File: src/rtl/file_source_sched_if.sv
// Stream and settings bundle between the playback scheduler and its neighbours.
// Latency: n/a (wires only).
// Backpressure: tready travels against the flow on both the input and output streams.
interface file_source_sched_if;
  logic        set_stb;
  logic [7:0]  set_addr;
  logic [31:0] set_data;
  logic [63:0] i_tdata;
  logic        i_tlast;
  logic        i_tvalid;
  logic        i_tready;
  logic [63:0] o_tdata;
  logic        o_tlast;
  logic        o_tvalid;
  logic        o_tready;
  logic        running;
  logic [31:0] pkt_count;
  logic        done;

  // Scheduler side
  modport slave (
    input  set_stb, set_addr, set_data,
    input  i_tdata, i_tlast, i_tvalid, o_tready,
    output i_tready, o_tdata, o_tlast, o_tvalid,
    output running, pkt_count, done
  );

  // Environment side: settings writer, upstream source and downstream sink
  modport master (
    output set_stb, set_addr, set_data,
    output i_tdata, i_tlast, i_tvalid, o_tready,
    input  i_tready, o_tdata, o_tlast, o_tvalid,
    input  running, pkt_count, done
  );
endinterface

File: src/rtl/file_source_sched.sv
// Playback scheduler: start/stop, packet-count limit and idle gap, gated only on packet boundaries.
// Latency: zero-cycle combinational pass-through of data/last/valid/ready while passing.
// Backpressure: upstream is held (tready low) outside PASS; o_tready passes straight to i_tready in PASS.
module file_source_sched #(
  parameter logic [7:0] SR_CTRL     = 8'd132,
  parameter logic [7:0] SR_NUM_PKTS = 8'd133,
  parameter logic [7:0] SR_GAP      = 8'd134
) (
  input  logic             clk,
  input  logic             reset,
  file_source_sched_if.slave s
);

  localparam logic [1:0] IDLE = 2'd0;
  localparam logic [1:0] PASS = 2'd1;
  localparam logic [1:0] GAP  = 2'd2;

  logic [1:0]  state;
  logic [31:0] num_pkts;
  logic [15:0] gap;
  logic [15:0] gap_cnt;
  logic [31:0] pkt_count_r;
  logic        stop_pend;
  logic        done_r;

  logic        ctrl_wr;
  logic        start_cmd;
  logic        stop_cmd;
  logic        beat;
  logic        last_beat;
  logic [31:0] pkt_next;
  logic        run_end;

  // Control writes are one-shot strobes; stop beats start when both are set.
  assign ctrl_wr   = s.set_stb && (s.set_addr == SR_CTRL);
  assign stop_cmd  = ctrl_wr && s.set_data[1];
  assign start_cmd = ctrl_wr && s.set_data[0] && !s.set_data[1];

  assign s.o_tdata  = s.i_tdata;
  assign s.o_tlast  = s.i_tlast;
  assign s.o_tvalid = (state == PASS) && s.i_tvalid;
  assign s.i_tready = (state == PASS) && s.o_tready;

  assign beat      = s.o_tvalid && s.o_tready;
  assign last_beat = beat && s.i_tlast;
  assign pkt_next  = pkt_count_r + 32'd1;
  // A stop landing on the final beat itself also ends the run at this boundary.
  assign run_end   = stop_pend || stop_cmd ||
                     ((num_pkts != 32'd0) && (pkt_next >= num_pkts));

  assign s.running   = (state != IDLE);
  assign s.pkt_count = pkt_count_r;
  assign s.done      = done_r;

  // Settings registers; new values apply from the next packet boundary that reads them.
  always_ff @(posedge clk) begin
    if (reset) begin
      num_pkts <= 32'd0;
      gap      <= 16'd0;
    end else if (s.set_stb) begin
      if (s.set_addr == SR_NUM_PKTS) num_pkts <= s.set_data;
      if (s.set_addr == SR_GAP)      gap      <= s.set_data[15:0];
    end
  end

  // Playback state machine, packet counter and done pulse.
  always_ff @(posedge clk) begin
    if (reset) begin
      state       <= IDLE;
      pkt_count_r <= 32'd0;
      stop_pend   <= 1'b0;
      gap_cnt     <= 16'd0;
      done_r      <= 1'b0;
    end else begin
      done_r <= 1'b0;
      case (state)
        IDLE: begin
          if (start_cmd) begin
            state       <= PASS;
            pkt_count_r <= 32'd0;
            stop_pend   <= 1'b0;
          end
        end
        PASS: begin
          if (stop_cmd) stop_pend <= 1'b1;
          if (last_beat) begin
            pkt_count_r <= pkt_next;
            if (run_end) begin
              state  <= IDLE;
              done_r <= 1'b1;
            end else if (gap != 16'd0) begin
              state   <= GAP;
              gap_cnt <= gap;
            end
          end
        end
        GAP: begin
          if (stop_cmd) begin
            state   <= IDLE;
            done_r  <= 1'b1;
            gap_cnt <= 16'd0;
          end else begin
            gap_cnt <= gap_cnt - 16'd1;
            if (gap_cnt == 16'd1) state <= PASS;
          end
        end
        default: state <= IDLE;
      endcase
    end
  end

endmodule

File: src/flat_wrapper.sv
// flat-port wrapper written by rule: the top's interface ports become plain ports
module file_source_sched_flat 
#(
  parameter logic [7:0] SR_CTRL     = 8'd132,
  parameter logic [7:0] SR_NUM_PKTS = 8'd133,
  parameter logic [7:0] SR_GAP      = 8'd134
)
  (clk, reset, s_set_stb, s_set_addr, s_set_data, s_i_tdata, s_i_tlast, s_i_tvalid, s_o_tready, s_i_tready, s_o_tdata, s_o_tlast, s_o_tvalid, s_running, s_pkt_count, s_done);
  file_source_sched_if s_i ();
  input  logic clk;
  input  logic reset;
  input wire logic [$bits(s_i.set_stb)-1:0] s_set_stb;
  input wire logic [$bits(s_i.set_addr)-1:0] s_set_addr;
  input wire logic [$bits(s_i.set_data)-1:0] s_set_data;
  input wire logic [$bits(s_i.i_tdata)-1:0] s_i_tdata;
  input wire logic [$bits(s_i.i_tlast)-1:0] s_i_tlast;
  input wire logic [$bits(s_i.i_tvalid)-1:0] s_i_tvalid;
  input wire logic [$bits(s_i.o_tready)-1:0] s_o_tready;
  output wire logic [$bits(s_i.i_tready)-1:0] s_i_tready;
  output wire logic [$bits(s_i.o_tdata)-1:0] s_o_tdata;
  output wire logic [$bits(s_i.o_tlast)-1:0] s_o_tlast;
  output wire logic [$bits(s_i.o_tvalid)-1:0] s_o_tvalid;
  output wire logic [$bits(s_i.running)-1:0] s_running;
  output wire logic [$bits(s_i.pkt_count)-1:0] s_pkt_count;
  output wire logic [$bits(s_i.done)-1:0] s_done;
  assign s_i.set_stb = s_set_stb;
  assign s_i.set_addr = s_set_addr;
  assign s_i.set_data = s_set_data;
  assign s_i.i_tdata = s_i_tdata;
  assign s_i.i_tlast = s_i_tlast;
  assign s_i.i_tvalid = s_i_tvalid;
  assign s_i.o_tready = s_o_tready;
  assign s_i_tready = s_i.i_tready;
  assign s_o_tdata = s_i.o_tdata;
  assign s_o_tlast = s_i.o_tlast;
  assign s_o_tvalid = s_i.o_tvalid;
  assign s_running = s_i.running;
  assign s_pkt_count = s_i.pkt_count;
  assign s_done = s_i.done;
  file_source_sched #(.SR_CTRL(SR_CTRL), .SR_NUM_PKTS(SR_NUM_PKTS), .SR_GAP(SR_GAP)) u_core (.clk(clk), .reset(reset), .s(s_i));
endmodule
File: config.mk
export PLATFORM = sky130hd
export DESIGN_NAME = file_source_sched_flat
export DESIGN_NICKNAME = d
export VERILOG_FILES = /design/src/rtl/file_source_sched_if.sv /design/src/rtl/file_source_sched.sv /design/src/flat_wrapper.sv
export SDC_FILE = /design/constraint.sdc
export NUM_CORES = 1
export LEC_CHECK = 0
export ABC_CLOCK_PERIOD_IN_PS = 4100
export BUFFER_PORTS_ARGS = -buffer_cell sky130_fd_sc_hd__buf_4
export CAP_MARGIN = 20
export CORE_MARGIN = 4
export CORE_UTILIZATION = 47
export DETAILED_ROUTE_END_ITERATION = 10
export GPL_TIMING_DRIVEN = 0
export PLACE_DENSITY_LB_ADDON = 0.15
export SLEW_MARGIN = 20
export SYNTH_ARGS = -nofsm -noshare
export SYNTH_HDL_FRONTEND = slang
export SYNTH_SLANG_ARGS = --single-unit
File: constraint.sdc
create_clock -name clk -period 4.1 [get_ports clk]
set_input_delay 0.615 -clock clk [delete_from_list [all_inputs] [get_ports clk]]
set_output_delay 0.615 -clock clk [all_outputs]
set_load 0.005 [all_outputs]
**After elaboration in Yosys (flattened, before gate mapping)**

Cells that the tools add are included.

- Flip-flop bits (word level): 100
- Input port bits: 110
- Word-level logic and storage cells: 69
- Output and inout port bits: 101

- Add/sub/neg operators: 2
- Order comparisons: 1
- Eq/ne operators: 13
- Mux-type cells: 22
- Reduce and logical (&&, ||, !) cells: 24

Operators by type and width:

| operator | number |
|---|---|
| $mux 16 | 4 |
| $mux 32 | 2 |
| $pmux 32 s2 | 1 |
| $add 32x1->32 const B | 1 |
| $ge 32x32->1 | 1 |
| $pmux 16 s2 | 1 |
| $reduce_bool 32->1 | 1 |
| $eq 8x8->1 const B | 3 |
| $eq 16x1->1 const B | 1 |
| $reduce_bool 16->1 | 1 |
| $sub 16x1->16 const B | 1 |
| $mux 2 | 6 |
| $logic_and 1x1->1 | 9 |
| $reduce_and 4->1 | 2 |
| $ne 2x1->1 const B | 3 |
| $pmux 2 s3 | 1 |
| $reduce_and 3->1 | 2 |
| $reduce_bool 2->1 | 3 |
| $mux 1 | 5 |
| $ne 2x2->1 const B | 2 |
| $pmux 1 s2 | 2 |
| $reduce_and 2->1 | 2 |
| $ne 3x1->1 const B | 1 |
| $ne 3x2->1 const B | 1 |
| other kinds (5) | 6 |

**Logic depth before layout (Yosys ltp)**

Gate-level depths: netlist of the first run.

- Depth in word-level cells: 8
- Gate-level depth with buffers: 18

**Least setup slack after synthesis of the first run**

No wires, ideal clock.

- Path type: register -> register
- Start: reg u_core.pkt_count_r[5], in the netlist u_core.s.pkt_count[5]
- End: reg u_core.gap_cnt[14]
- Setup time: 0.092 ns
- Arrival time: 3.803 ns
- Cell stages (with the launch flop): 17
- Path buffers: 3
- Path slack: 0.205 ns
- Cell sequence: dfxtp_1 buf_2 nand4_1 or3_1 buf_6 nor4_4 and3_1 buf_6 xor2_1 ha_1 a211oi_1 o21ai_0 a211oi_1 nor2_1 o31ai_1 nor2_1 o32ai_1

- Cells in the longest elaborated chain, start to end: 6

Ends and longest elaborated chain:

| element | line | RTL |
|---|---|---|
| start: declaration | file_source_sched.sv:22 | `logic [31:0] pkt_count_r;` |
| start signal: assignment | file_source_sched.sv:87 | `pkt_count_r <= pkt_next;` |
| $add 32x1->32 | file_source_sched.sv:46 | `assign pkt_next = pkt_count_r + 32'd1;` |
| $ge 32x32->1 | file_source_sched.sv:49 | `((num_pkts != 32'd0) && (pkt_next >= num_pkts));` |
| $logic_and 1x1->1 | file_source_sched.sv:49 |  |
| $logic_or 1x1->1 | file_source_sched.sv:48 | `assign run_end = stop_pend \|\| stop_cmd \|\|` |
| $ne 2x2->1 (no source line) | -- |  |
| $reduce_and 4->1 (no source line) | -- |  |
| end signal: assignment | file_source_sched.sv:93 | `gap_cnt <= gap;` |
| end signal: assignment | file_source_sched.sv:103 | `gap_cnt <= gap_cnt - 16'd1;` |
| end: declaration | file_source_sched.sv:21 | `logic [15:0] gap_cnt;` |

No other way between the ends.
A chain may end at the register's enable or synchronous reset.

**Worst setup path after layout of the first run**

- Start: reg u_core.pkt_count_r[2], in the netlist u_core.s.pkt_count[2]
- End: reg u_core.gap_cnt[9]

Same word-level chain as after synthesis.

==> flow_metrics.tcl, run 1 <==
set metrics [dict create \
    cts_tree "yes" \
    relSlewSlack_pct 39.1 \
    syn_avg_cell_area_sq_um 7.99 \
    max_freq_ghz 0.253 \
    critPathMaxFanout 10 \
    initial_core_util_pct 48.7 \
    cts.sinks 100 \
    maxSlewViolCount 0 \
    timing.final.setup_violations 0 \
    hold_start "u_core.gap[14]" \
    design_power_total_mw 2.23 \
    io_buffers 145 \
    p_leak_nw 3.79 \
    cp.arrival_ps 4170 \
    drive_above_1_share_pct 27.7 \
    ctsHtreeMaxLevel 3 \
    wire_per_inst_um 17.0 \
    clock_latency_ps 360 \
    period_needed_ps 3960 \
    wl_mm 19.7 \
    worst_ep_required_time_ps 4320 \
    place_hpwl_mm 15.5 \
    first_global_vias 5903 \
    whs_path_depth 2 \
    cts_buffer_depth 2 \
    ant_nets 0 \
    coreArea_sq_um 13400 \
    dr.pass1.iters 5 \
    ys_seq_area_share_pct 30.7 \
    pin_count 211 \
    critPathKind "flop to flop" \
    track_usage_pct 23.5 \
    synth_top_area_share_pct 30.7 \
    syn_area_sq_um 6530 \
    max_stage_delay_ps 420 \
    vias 6390 \
    most-common-layout-cells "buf_4 (220), dfxtp_1 (98), nor2_1 (88)" \
    ir_worst_vdd_uv 210 \
    crit_chain "buf_2, and3_1, nand3_2, nor2_4, nand3_2, xnor2_1, ha_1, a211oi_1, nor2_1, a211o_1, a311o_2, a2111o_1, buf_4, a221oi_2, a211oi_1" \
    crit_path_top_delay_cell "a311o_2" \
    max-cap-violations 0 \
    r2r_cells 15 \
    fin_nets 1129 \
    async_flop_share_pct 0 \
    rows 42 \
    diodes 0 \
    hold_buffers 0 \
    grtUsageMet2_pct 38.7 \
    drc 0 \
    synthFlopType "dfxtp_1" \
    dieHeight_um 126 \
    cp-start-kind "flop" \
    tightest_slew_ps 905 \
    routed_via_density 5.50 \
    top_usage_layer "met2" \
    grt_remaining_overflow 0 \
    synth.distinct_cells 70 \
    critPathTopFamily "compound AO/OA/AOI/OAI gates" \
    r2r_setup_slack_ps 140 \
    chipWidth_um 126 \
    cp_num_buf_inv 2 \
    syn_inst 817 \
    ctsRootBufferMaster "clkbuf_16" \
    synth_edf_count 0 \
    grt.met3_usage_pct 6.01 \
    final.period_utilization_pct 96.6 \
    ys_ff_latch 100 \
    timing.rr.end "u_core.gap_cnt[9]" \
    clock_skew_ps 9.05 \
    use_met1_pct 31.5 \
    post-route-util_pct 62.0 \
    die_area_sq_um 15800 \
    finalHoldViolations 0 \
    grt_max_degree 18 \
    grt_pass1_wl_mm 30.3 \
    p_per_area_nw_per_um2 268 \
    hp-class "flop to flop" \
    antenna_found_initial 0 \
    yosys_warnings 0 \
    place.gp.congestion 0.938 \
    rsz0062_at_grt "true" \
    first_iter_violations 356 \
    r2r-start "u_core.s.pkt_count[2]" \
    final_common_cell "buf_4" \
    whs_endpoint "u_core.gap[14]" \
    status "finished, final reports clean" \
    synthTopCellsByArea "dfxtp_1 (31%), buf_4 (7.6%), ha_1 (7.5%), nor2_1 (5.3%), mux2i_1 (4.9%)" \
    area_delta_synth_final_pct 27.3 \
    synth_fp_nets 966 \
    clk_pin_slew_worst_paths_ps 70 \
    cts_buffers 9 \
    endpoint_kind "flop" \
    yosysTopAreaCell "dfxtp_1" \
]
-- Yosys cell counts, types with 19 or more instances --
master / count
a21oi_1: 62
buf_4: 66
clkbuf_1: 29
dfxtp_1: 100
ha_1: 39
inv_1: 43
mux2i_1: 32
nand2_1: 68
nand3_1: 22
nor2_1: 92
nor4_1: 19
xnor2_1: 21
-- flip-flops by register name, indices dropped and copies added, names as in the netlist --
name	flops
u_core.s.done	1
u_core.state	2
u_core.s.pkt_count	32
u_core.gap_cnt	16
u_core.stop_pend	1
u_core.num_pkts	32
u_core.gap	16
-- per-stage QoR --
step | setup WS [ps] | hold slack (ps) | TNS, ps | instances | instance area, sq um
floorplan | 205 | 440 | 0 | 817 | 6530
global placement | -408 | 454 | -4080 | 1138 | 7830
detailed placement | -497 | 462 | -4970 | 1138 | 7830
CTS | 36.5 | 472 | 0 | 1157 | 8220
global route | -32.7 | 493 | -68.6 | 1161 | 8310
finish | 141 | 476 | 0 | 1161 | 8310
-- power by group --
part           switching, mW  leakage (nW)  internal, mW
Combinational          0.187          2.83         0.179
Clock                  0.398         0.148         0.481
Sequential           0.00721         0.806         0.977
-- cells by family (layout without fill, tap and decap cells) --
logic type	after synthesis	after routing	share of synthesized area (%)
buffers and inverters	151	319	12.8
and+or+nand+nor	284	284	21.8
muxes	32	32	4.91
AOI/OAI and AO/OA	175	175	17.5
adders and majority gates	39	39	7.48
xor gates and xnor gates	36	36	4.83
DFF	100	100	30.7
-- worst max path at each step --
stage / startpoint / end / depth (start not counted)
2_1_floorplan: u_core.s.pkt_count[5] / u_core.gap_cnt[14] / 16
3_3_place_gp: u_core.s.pkt_count[2] / u_core.gap_cnt[15] / 15
3_5_place_dp: u_core.s.pkt_count[2] / u_core.gap_cnt[14] / 15
4_1_cts: u_core.s.pkt_count[5] / u_core.gap_cnt[9] / 18
5_1_grt: u_core.s.pkt_count[5] / u_core.gap_cnt[5] / 17
6_report: u_core.s.pkt_count[2] / u_core.gap_cnt[9] / 15
-- worst reg2reg max path: cells and delay by family (launching register included) --
family | cells | cell delay [ps]
AO/OA/AOI/OAI | 6 | 1650
XOR/XNOR | 1 | 210
adder cells (fa/ha/maj) | 1 | 280
buffers and inverters | 2 | 380
flip-flops | 1 | 330
AND/OR/NAND/NOR | 5 | 980
-- routing by layer --
metal,share of wire (%),routed length (um)
met1,44,8610
met2,47,9240
met3,8.6,1690
met4,0.82,161
met5,0,0
-- timing repair --
action	4_1_cts	5_1_grt
pin swaps	2	6
gates resized for setup	12	19
setup endpoints to repair	18	17
setup buffers	3	4
-- cell type report --
cell class	instances	area, sq um
sequential	100	2000
inverter	45	169
fill	1239	5090
buffer	106	673
clock buffer	10	229
tap	176	220
multi-input combinational	566	3800
timing repair buffer	152	1140
clock inverter	6	70.1
No activity file was read; power rests on OpenSTA's default activity.
==> run 2: changes to the inputs <==
Settings changed: CORE_MARGIN 4 to 1.
==> run 2 against run 1 <==
Against the previous run:
- wire length is 1.7% lower
- critical path depth is 3 higher
- first-iteration DRC count is 1.7% lower
- combinational power hardly changed
- non-clock buffer count is 1 higher
- hold slack better by 7.5 ps
- critical path type unchanged
- largest cell class unchanged
==> flow_metrics.tcl, run 2 (synthesis gave the netlist of run 1 again) <==
set metrics [dict create \
    fin_cells 1161 \
    grt_max_degree 16 \
    io_buffers 145 \
    final_common_cell "buf_4" \
    max-cap-violations 0 \
    rows 42 \
    r2r_setup_slack_ps 150 \
    whs_endpoint "u_core.gap_cnt[9]" \
    ir_worst_vdd_uv 163 \
    rsz0062_at_grt "true" \
    whs_path_depth 2 \
    cp-start-kind "flop" \
    critPathKind "flop to flop" \
    coreArea_sq_um 13400 \
    grt_remaining_overflow 0 \
    area_delta_synth_final_pct 29.2 \
    clock_skew_ps 8.46 \
    ctsHtreeMaxLevel 3 \
    clk_pin_slew_worst_paths_ps 70 \
    design_power_total_mw 2.43 \
    place_hpwl_mm 14.9 \
    cts_buffers 9 \
    dpl_cell_area_sq_um 7830 \
    wire_per_inst_um 16.7 \
    track_usage_pct 26.3 \
    most-common-layout-cells "buf_4 (222), dfxtp_1 (95), nor2_1 (88)" \
    status "finished, final reports clean" \
    initial_core_util_pct 48.7 \
    cts_tree "yes" \
    wl_mm 19.4 \
    critPathMaxFanout 10 \
    max_freq_ghz 0.253 \
    vias 6427 \
    p_per_area_nw_per_um2 288 \
    period_needed_ps 3950 \
    final.period_utilization_pct 96.3 \
    cts.sinks 100 \
    pin_count 211 \
    antenna_found_initial 0 \
    drc 0 \
    drive_above_1_share_pct 28.5 \
    diodes 0 \
    ant_nets 0 \
    grt_pass1_wl_mm 29.3 \
    routed_via_density 5.54 \
    r2r-start "u_core.s.pkt_count[5]" \
    p_leak_nw 3.82 \
    cts_buffer_depth 2 \
    fin_tns_setup_ps 0 \
    fin_nets 1130 \
    place.gp.congestion 0.907 \
    ctsRootBufferMaster "clkbuf_16" \
    holdWs_ps 484 \
    r2r_cells 18 \
    endpoint_kind "flop" \
    first_iter_violations 350 \
    cp.arrival_ps 4170 \
    dieHeight_um 120 \
    first_global_vias 5651 \
    clock_latency_ps 360 \
    final_area_sq_um 8430 \
    relSlewSlack_pct 37.9 \
    worst_ep_required_time_ps 4320 \
    finalHoldViolations 0 \
    tightest_slew_ps 929 \
    dr.pass1.iters 5 \
    timing.rr.end "u_core.gap_cnt[5]" \
    place.detailed.instances 1138 \
    chipWidth_um 120 \
    maxSlewViolCount 0 \
    die_area_sq_um 14400 \
    num-fill-cells 1235 \
    hp-class "flop to flop" \
    hold_start "u_core.gap_cnt[9]" \
    timing.final.setup_violations 0 \
]
## run 2: cell count changes in the layout (fill, tap and decap cells not counted), moves of 3 or more
| cell | delta |
|---|---|
| bufinv_16 | +3 |
| dfxtp_1 | -3 |
| dfxtp_2 | +3 |
| inv_6 | -3 |
| nor3_2 | +3 |
## run 2: worst max-delay path by stage
stage                                startpoint            endpoint  slack [ps]  cells after the start
final                     u_core.s.pkt_count[5]   u_core.gap_cnt[5]         150                     18
after CTS                 u_core.s.pkt_count[0]   u_core.gap_cnt[5]          10                     15
after floorplan           u_core.s.pkt_count[5]  u_core.gap_cnt[14]         200                     16
after global routing      u_core.s.pkt_count[5]   u_core.gap_cnt[5]         -20                     17
after detailed placement  u_core.s.pkt_count[2]  u_core.gap_cnt[15]        -470                     15
after global placement    u_core.s.pkt_count[2]  u_core.gap_cnt[15]        -500                     15
## run 2: critical path: stages, from the launching register on
cell,delay (ps)
dfxtp_1,340
buf_4,160
nand4_1,120
or3_1,370
buf_6,160
nor4_4,280
and2_1,160
buf_4,130
nand3_1,110
xnor2_1,150
ha_1,290
o21ai_1,130
o21ai_1,90
a211oi_2,280
nor2_4,100
a2111o_1,420
buf_4,200
a221oi_2,220
a211oi_1,70
## run 2: layout make-up
class,instances,area [sq um],area share [%]
clock inverters,4,120,1.43
clock buffers,11,253,3.00
multi-input cells,566,3830,45.5
flip-flops and latches,100,2010,23.8
repair buffers,154,1160,13.7
well taps,176,220,2.61
plain buffers,105,669,7.94
inverters,45,169,2.00
## run 2: layer usage
metal	part of all wire, %	wire (um)	vias up	global-route usage [%]
met4	1.4	267	0	7.89
met1	44	8530	2981	34.6
li1	-	-	3155	-
met5	0	0	-	0
met2	48	9360	268	45.0
met3	6.2	1210	23	2.99
## run 2: timing repair
| action | 4_1_cts | 5_1_grt |
|---|---|---|
| setup endpoints to repair | 18 | 18 |
| hold buffers | 0 | 0 |
| endpoints found under the hold margin | 0 | 0 |
| pin swaps | 2 | 6 |
| resized for setup | 14 | 26 |
| buffers inserted | 4 | 5 |
## run 2: per-stage QoR
step / setup WS, ps / util [%]
global route: -24.9 / 62.9
global placement: -497 / 58.5
floorplan: 205 / -
finish: 151 / 62.9
CTS: 13.7 / 61.9
detailed placement: -470 / 58.5
## run 2: power breakdown
group / leakage [nW] / internal (mW) / total (mW) / switching [mW]
registers: 0.808 / 0.977 / 0.984 / 0.00692
clock network: 0.182 / 0.689 / 1.08 / 0.388
logic: 2.83 / 0.179 / 0.368 / 0.189
==> run 3: changes to the inputs <==
Settings changed: CELL_PAD_IN_SITES_DETAIL_PLACEMENT set to 1, CELL_PAD_IN_SITES_GLOBAL_PLACEMENT set to 2, CORE_UTILIZATION 47 to 26.
==> run 3 against run 2 <==
Against the previous run:
- hold slack worse by 6.1 ps
- die area increased by 79%
- highest routed layer unchanged
- setup slack better by 51 ps
- fmax rose by 1.3%
- count of clock-buffer cells in the layout did not move
- combinational power is 4% higher
- non-clock buffer count increased by 4
- wire length is 17% higher
- clock power decreased by 18%
==> flow_metrics.tcl, run 3 (synthesis gave the netlist of run 1 again) <==
set metrics [dict create \
    grt_remaining_overflow 0 \
    r2r-start "u_core.s.pkt_count[8]" \
    ir_worst_vdd_uv 162 \
    fin_cells 1313 \
    endpoint_kind "flop" \
    critPathKind "flop to flop" \
    whs_endpoint "u_core.gap[1]" \
    place_hpwl_mm 18.0 \
    final_area_sq_um 8630 \
    final_common_cell "buf_4" \
    area_delta_synth_final_pct 32.3 \
    clock_latency_ps 360 \
    wl_mm 22.7 \
    hold_start "u_core.gap[1]" \
    antenna_found_initial 0 \
    hp-class "flop to flop" \
    pin_count 211 \
    drc 0 \
    tightest_slew_ps 902 \
    dr.pass1.iters 5 \
    holdWs_ps 478 \
    initial_core_util_pct 26.7 \
    coreArea_sq_um 24500 \
    critPathMaxFanout 10 \
    rows 57 \
    worst_ep_required_time_ps 4320 \
    r2r_setup_slack_ps 200 \
    cts_buffer_depth 2 \
    status "finished, final reports clean" \
    relSlewSlack_pct 39.3 \
    ctsRootBufferMaster "clkbuf_16" \
    most-common-layout-cells "buf_4 (223), dfxtp_1 (95), nor2_1 (88)" \
    clk_pin_slew_worst_paths_ps 80 \
    io_buffers 145 \
    cts.sinks 100 \
    max_freq_ghz 0.257 \
    r2r_cells 17 \
    chipWidth_um 160 \
    grt_pass1_wl_mm 35.4 \
    diodes 0 \
    first_iter_violations 194 \
    finalHoldViolations 0 \
    track_usage_pct 17.7 \
    maxSlewViolCount 0 \
    clock_skew_ps 8.68 \
    dieHeight_um 160 \
    timing.rr.end "u_core.gap_cnt[9]" \
    vias 6339 \
    ant_nets 0 \
    ctsHtreeMaxLevel 3 \
    drive_above_1_share_pct 29.1 \
    p_leak_nw 3.86 \
    grt_max_degree 16 \
    cts_buffers 9 \
    hold_buffers 0 \
    routed_via_density 4.83 \
    period_needed_ps 3900 \
    dpl_cell_area_sq_um 8020 \
    first_global_vias 6478 \
    place.gp.congestion 0.811 \
    cts_tree "yes" \
    final.period_utilization_pct 95.1 \
    p_per_area_nw_per_um2 262 \
    die_area_sq_um 25700 \
    wire_per_inst_um 17.3 \
    cp.arrival_ps 4110 \
    timing.final.setup_violations 0 \
    design_power_total_mw 2.26 \
    whs_path_depth 2 \
    place.detailed.instances 1286 \
    max-cap-violations 0 \
    cp-start-kind "flop" \
    fin_nets 1134 \
]
==> run 3: how the worst max path moves through the flow <==
stage | startpoint | end | cells after the start
global route | u_core.s.pkt_count[8] | u_core.gap_cnt[5] | 17
detailed placement | u_core.s.pkt_count[2] | u_core.gap_cnt[6] | 15
global placement | u_core.s.pkt_count[2] | u_core.gap_cnt[14] | 15
CTS | u_core.s.pkt_count[2] | u_core.gap_cnt[6] | 13
floorplan | u_core.s.pkt_count[5] | u_core.gap_cnt[14] | 16
finish | u_core.s.pkt_count[8] | u_core.gap_cnt[9] | 17
==> run 3: cell type report <==
class,instances,area (sq um)
clock inverters,4,48.8
plain buffers,106,687
well taps,324,405
fillers,2993,15800
multi-input cells,566,3890
inverters,45,169
clock buffers,11,243
flip-flops and latches,100,2010
repair buffers,157,1180
==> run 3: where the power goes <==
part / internal [mW] / switching [mW] / total [mW]
Combinational: 0.180 / 0.204 / 0.384
Clock: 0.488 / 0.403 / 0.891
Sequential: 0.976 / 0.00737 / 0.983
Total: 1.64 / 0.614 / 2.26
==> run 3: stage by stage <==
step           worst slack, ps  util (%)  setup TNS [ps]
4_1_cts                   26.0      34.6               0
5_1_grt                  -10.9      35.3           -18.6
6_report                   202      35.3               0
3_5_place_dp              -662      32.8           -8900
3_3_place_gp              -633      32.8           -8690
2_1_floorplan              205         -               0
==> run 3: repair_timing <==
item | 4_1_cts | 5_1_grt
gates resized for setup | 23 | 32
buffers inserted | 6 | 6
endpoints found under the setup margin | 19 | 16
pin swaps | 3 | 7
==> run 3: critical path, cell delays in order (launching register included) <==
cell and delay, ps:
dfxtp_1 420, nand4_1 140, or3_1 340, buf_6 160, nor4_4 280, and3_1 210
buf_6 130, xor2_1 170, ha_1 260, a211oi_1 240, o21ai_1 120, a211oi_2 150
buf_4 160, nor2_4 50, a2111o_1 440, buf_6 180, a221oi_2 230, a211oi_1 70
==> run 3: metal layers <==
metal  up-vias  wire (um)  part of all wire, %  GRT usage [%]
li1       3160          -                    -              -
met1      3002      11300                   50           24.0
met3        13        952                  4.2           2.79
met2       164      10200                   45           29.4
met4         0        218                 0.96           3.68
met5         -          0                    0              0
